## config.mk

```make
export PLATFORM = sky130hd
export DESIGN_NAME = pipe_mux_nto1
export DESIGN_NICKNAME = d
export VERILOG_FILES = /design/src/rtl/pipe_pkg.sv /design/src/rtl/pipe_skid_reg.sv /design/src/rtl/pipe_mux_nto1.sv
export SDC_FILE = /design/constraint.sdc
export NUM_CORES = 1
export LEC_CHECK = 0
export ABC_CLOCK_PERIOD_IN_PS = 3100
export CAP_MARGIN = 20
export CORE_MARGIN = 4
export CORE_UTILIZATION = 43
export DETAILED_ROUTE_END_ITERATION = 8
export HOLD_SLACK_MARGIN = 0.06
export PLACE_DENSITY_LB_ADDON = 0.3
export SKIP_CTS_REPAIR_TIMING = 1
export SYNTH_ARGS = -nofsm -noshare
export SYNTH_HDL_FRONTEND = slang
export SYNTH_SLANG_ARGS = --single-unit
```

## constraint.sdc

```tcl
create_clock -name clk -period 3.1 [get_ports clk]
set_clock_uncertainty 0.2 [all_clocks]
set_input_delay 0.62 -clock clk [delete_from_list [all_inputs] [get_ports clk]]
set_output_delay 0.62 -clock clk [all_outputs]
set_load 0.1 [all_outputs]
```

## src/rtl/pipe_pkg.sv

```systemverilog
// Shared definitions for the pipelined operand select mux and its skid buffer.
// Holds the skid state encoding, the skid depth and the select width helper.
package pipe_pkg;

   // Occupancy of the 2-entry skid buffer: main register only, or main plus overflow.
   typedef enum logic [1:0] {
      ST_EMPTY = 2'b00,
      ST_ONE   = 2'b01,
      ST_FULL  = 2'b10
   } skid_state_t;

   localparam int SKID_DEPTH = 2;

   // A select needs at least one bit even for a 2-input mux.
   function automatic int sel_width(input int n);
      return (n <= 2) ? 1 : $clog2(n);
   endfunction

endpackage

```

## src/rtl/pipe_skid_reg.sv

```systemverilog
// Generic 2-entry skid buffer for a P_W-bit payload.
// The main register drives the output; the skid register absorbs the one beat
// that can arrive while downstream stalls, so in_ready is purely registered.
module pipe_skid_reg
   import pipe_pkg::*;
#(
   parameter int P_W = 34
) (
   input  logic           clk,
   input  logic           reset,
   input  logic [P_W-1:0] in_payload,
   input  logic           in_valid,
   output logic           in_ready,
   output logic [P_W-1:0] out_payload,
   output logic           out_valid,
   input  logic           out_ready
);

   skid_state_t    state_q;
   skid_state_t    state_d;
   logic [P_W-1:0] main_q;
   logic [P_W-1:0] skid_q;
   logic           main_valid_q;
   logic           skid_valid_q;
   logic           accept;
   logic           deliver;
   logic           load_main;
   logic           load_skid;
   logic           skid_to_main;

   assign accept      = in_valid && in_ready;
   assign deliver     = main_valid_q && out_ready;
   assign in_ready    = !skid_valid_q;
   assign out_valid   = main_valid_q;
   assign out_payload = main_q;

   // Next-state and datapath steering: decide where an accepted beat lands and
   // whether the overflow beat moves forward into the output register.
   always_comb begin
      state_d      = state_q;
      load_main    = 1'b0;
      load_skid    = 1'b0;
      skid_to_main = 1'b0;
      case (state_q)
         ST_EMPTY: begin
            if (accept) begin
               state_d   = ST_ONE;
               load_main = 1'b1;
            end
         end
         ST_ONE: begin
            if (accept && deliver) begin
               load_main = 1'b1;
            end else if (accept) begin
               state_d   = ST_FULL;
               load_skid = 1'b1;
            end else if (deliver) begin
               state_d = ST_EMPTY;
            end
         end
         ST_FULL: begin
            if (deliver) begin
               state_d      = ST_ONE;
               skid_to_main = 1'b1;
            end
         end
         default: begin
            state_d = ST_EMPTY;
         end
      endcase
   end

   // State register plus the valid flags derived from the next state, so both
   // out_valid and in_ready come straight from flops.
   always_ff @(posedge clk or posedge reset) begin
      if (reset) begin
         state_q      <= ST_EMPTY;
         main_valid_q <= 1'b0;
         skid_valid_q <= 1'b0;
      end else begin
         state_q      <= state_d;
         main_valid_q <= (state_d != ST_EMPTY);
         skid_valid_q <= (state_d == ST_FULL);
      end
   end

   // Payload registers: main holds steady unless a beat is loaded or the skid
   // beat is promoted; the skid slot is cleared once it has been drained.
   always_ff @(posedge clk or posedge reset) begin
      if (reset) begin
         main_q <= '0;
         skid_q <= '0;
      end else begin
         if (load_main) begin
            main_q <= in_payload;
         end else if (skid_to_main) begin
            main_q <= skid_q;
         end
         if (load_skid) begin
            skid_q <= in_payload;
         end else if (skid_to_main) begin
            skid_q <= '0;
         end
      end
   end

endmodule

```

## src/rtl/pipe_mux_nto1.sv

```systemverilog
// N-to-1 operand select mux with registered valid/ready output.
// A combinational select feeds a 2-entry skid buffer; the selected value and the
// raw select travel together as one payload. Out-of-range selects yield 0.
// Optional macro PIPE_MUX_SELCHK_EN adds a sticky sel_err flag for
// out-of-range selects (tied low when N_IN is a power of two).
module pipe_mux_nto1
   import pipe_pkg::*;
#(
   parameter  int WIDTH = 32,
   parameter  int N_IN  = 4,
   localparam int SEL_W = sel_width(N_IN)
) (
   input  logic                  clk,
   input  logic                  reset,
   input  logic [N_IN*WIDTH-1:0] in_data,
   input  logic [SEL_W-1:0]      in_sel,
   input  logic                  in_valid,
   output logic                  in_ready,
   output logic [WIDTH-1:0]      out_data,
   output logic [SEL_W-1:0]      out_sel,
   output logic                  out_valid,
   input  logic                  out_ready
`ifdef PIPE_MUX_SELCHK_EN
   ,
   output logic                  sel_err
`endif
);

   localparam int P_W = WIDTH + SEL_W;

   logic [WIDTH-1:0] sel_data;
   logic [P_W-1:0]   in_payload;
   logic [P_W-1:0]   out_payload;

   // Select the addressed input; any select beyond the last input falls
   // through to the zero default.
   always_comb begin
      sel_data = '0;
      for (int k = 0; k < N_IN; k++) begin
         if (int'(in_sel) == k) begin
            sel_data = in_data[k*WIDTH +: WIDTH];
         end
      end
   end

   assign in_payload = {sel_data, in_sel};

   pipe_skid_reg #(
      .P_W (P_W)
   ) u_skid (
      .clk         (clk),
      .reset       (reset),
      .in_payload  (in_payload),
      .in_valid    (in_valid),
      .in_ready    (in_ready),
      .out_payload (out_payload),
      .out_valid   (out_valid),
      .out_ready   (out_ready)
   );

   assign out_data = out_payload[P_W-1 -: WIDTH];
   assign out_sel  = out_payload[SEL_W-1:0];

`ifdef PIPE_MUX_SELCHK_EN
   generate
      if ((1 << SEL_W) == N_IN) begin : g_selchk_pow2
         assign sel_err = 1'b0;
      end else begin : g_selchk
         logic sel_oor;
         assign sel_oor = (int'(in_sel) >= N_IN);

         // Sticky error: any accepted beat with an out-of-range select latches it.
         always_ff @(posedge clk or posedge reset) begin
            if (reset) begin
               sel_err <= 1'b0;
            end else if (in_valid && in_ready && sel_oor) begin
               sel_err <= 1'b1;
            end
         end
      end
   endgenerate
`endif

endmodule

```

==> results.md <==
- Worst rel slew slack: 0.626
- Top FF cell, synth: dfrtp_1
- Final Hold Vio Count: 0
- Mux cell area share after synthesis: 0.253
- Max-cap violations: 0
- Top cells by area, synth: dfrtp_1 (45%), mux4_2 (13%), nand3_1 (7.4%), o21ai_0 (7.4%), mux2i_1 (6.5%)
- Area growth syn-to-layout: 46.8%
- Die area: about 0.011 mm2
- Critical-path top delay cell: clkdlybuf4s50_1
- Final setup viols: 0
- Most numerous cell in the Yosys netlist: dfrtp_1
- Adder-cell share of the synthesized area: 0
- Htree depth: 3
- Simple-gate share of the synthesized area: 0.137
- Largest family of logic cells by synthesized area: multiplexers
- Post-synth top area cell: dfrtp_1
- Fraction of registers with async set/reset: 1.00
- Outcome: finished clean
- Critical Path RT: ~3100 ps
- Power Density: between 900 and 1000 mW/mm2
- Final core occ: 0.662
- Initial antenna violation count: 0
- Ant diodes: 0
- Synth Area per Inst: between 10 and 15 um2
- GRT Total Usage: 0.221
- HP Class: reg -> reg
- Multi-input logic area: about 0.0020 mm2
- CTS tree: built
- Share of the synthesized area in the top cell type: 0.449
- Synthesized Nets: 488
- Synth cell count leaders: dfrtp_1 (72), nand3_1 (59), o21ai_0 (59)
- DRC: 0
- Via count: 3659
- Core box area: about 0.0089 mm2
- Wire length per cell: between 15 and 20 um
- I/O pins: 170
- Clock Latency Late Sink: between 300 and 400 ps
- Clock share of power: 0.105
- Register area: 0.00180 mm2
- Synth Area in Compound Gates: 0.113
- Worst-Margin Slew: 561 ps
- CTS Buf Count: 9
- Internal power: 2.61 mW
- Post-synth EDFFs: 0
- Critical-path cell list: clkdlybuf4s50_1 > and4b_2 > buf_4 > a21oi_2 > a221o_1
- Worst hold margin: just over 300 ps
- Die X: roughly 100 um
- RSZ-0062 raised after global routing: no
- Seq/Total Area, Yosys: 0.449
- Sw Ratio: 0.550
- Period utilization: 0.702
- Share of cells above drive strength 1: 0.190
- XOR/XNOR share of the synthesized area: 0
- Switch Pwr: about 3.2 mW
- Crit path DAT: ~2200 ps
- Yosys warns: 0
- Nets: about 650
- Via density: about 5.8
- CTS root buf: clkbuf_8
- Mapped Cells: ~350
- Vias in the first global route: between 3000 and 4000
- First-pass GRT wire length: between 15000 and 20000 um
- Mapped Area: around 0.0040 mm2
- Reg power frac: 0.287
- Synth cell types: 29
- Remaining antenna violation count after routing: 0
- Largest fanout on the critical path: 15
- Clock sinks: between 70 and 80
- Initial core utilization: 0.451
- Starting DRT DRC Count: 200
- Combinational power share: 0.608
- Largest net degree at the start of global routing: 40
- CP Class: in -> reg
- Deepest clock path buffer count: 2
- Setup TNS: 0 ps
- CP max stage delay: about 600 ps
- Setup crit start kind: input pin
- DP Area: 0.00573 mm2
- Finished Cell Area: between 0.005 and 0.006 mm2
- Flip-flop and latch count after synthesis: 72
- DPL Wire Length: approximately 8800 um
- Port-buffer cells: around 170
- Max Freq: 459 MHz
- Peak supply drop: about 600 uV
- Leakage: 2.45 nW
- Overall power: a little under 6 mW
- Global placement routability congestion: about 0.75
- Chip Height: 105 um
- Slew Viols, Final: 0
- Final-layout fill cell count: between 700 and 800
- Post-layout min period: ~2200 ps
- DRT Pass-1 Iters: 4
- Clk slew on worst S/H paths: 70 ps
- Core Rows: 34
- CP Capture Type: register
- Routed Wire Length: 12000 um
- Gr ovfl total: 0
[layout make-up]
type                            count  area share
Inverter                            2     0.00128
Multi-Input combinational cell    245       0.346
Sequential cell                    72       0.306
Clock inverter                      4     0.00383
Clock buffer                       11      0.0223
Tap cell                          108      0.0230
Timing Repair Buffer              187       0.298
[worst max-delay path, delay by kind of cell]
family | cells | cell delay [ps]
simple gates | 1 | 270
buf+inv | 2 | 850
compound gates | 2 | 460
[cells by family after synthesis]
family / after synthesis
AND/OR/NAND/NOR: 110
multiplexers: 58
flip-flops: 72
AO/OA/AOI/OAI: 77
buffers and inverters: 37
[registers in the layout, indices dropped and copies added, names as in the netlist]
name,cells
u_skid.skid_q,34
u_skid.out_valid,1
u_skid.state_q,2
u_skid.out_payload,34
u_skid.skid_valid_q,1
[power groups by stage]
stage          Sequential [mW]  Clock, mW  Combinational [mW]
2_1_floorplan             3.16          0                1.09
3_3_place_gp              1.66          0                3.47
3_5_place_dp              1.68          0                3.54
4_1_cts                   1.66      0.615                3.54
5_1_grt                   1.72      0.661                3.73
6_report                  1.66      0.609                3.53
[final timing paths]
check,from,to,slack [ps],depth (start not counted)
worst min-delay path,u_skid.skid_q[12],u_skid.out_payload[12],310,1
worst max register to register,u_skid.state_q[1],u_skid.out_payload[20],1200,4
worst max-delay path,out_ready,u_skid.out_payload[20],920,5
max in group asynchronous,reset,u_skid.out_payload[6],1510,4
min in group asynchronous,reset,u_skid.skid_q[14],460,2
worst min register to register,u_skid.skid_q[12],u_skid.out_payload[12],310,1
[placed cells by master, fill, tap and decap left out, types with 2 or more instances in the layout]
master and n:
a21oi_1 2, nand2b_1 2, clkinv_2 3, buf_4 52, a221o_1 9, buf_2 2
nand2_1 34, mux4_2 23, clkbuf_8 9, mux4_1 9, nand3_1 59, and3_1 9
clkdlybuf4s50_1 131, clkbuf_1 2, o21bai_1 2, o21ai_0 59, buf_12 2, mux2i_1 26
dfrtp_1 72
[through the flow]
| stage | cells | worst slack [ps] |
|---|---|---|
| after floorplan | 354 | 455 |
| after global placement | 614 | 581 |
| after detailed placement | 614 | 560 |
| after CTS | 629 | 927 |
| after global routing | 629 | 847 |
| final | 629 | 923 |
[metal layers]
metal	track usage	wire length, um
met5	0	0
met4	0.102	411
met3	0.0395	650
met2	0.379	6020
met1	0.273	4880
Note: power is estimated with default switching activity, not from simulation.
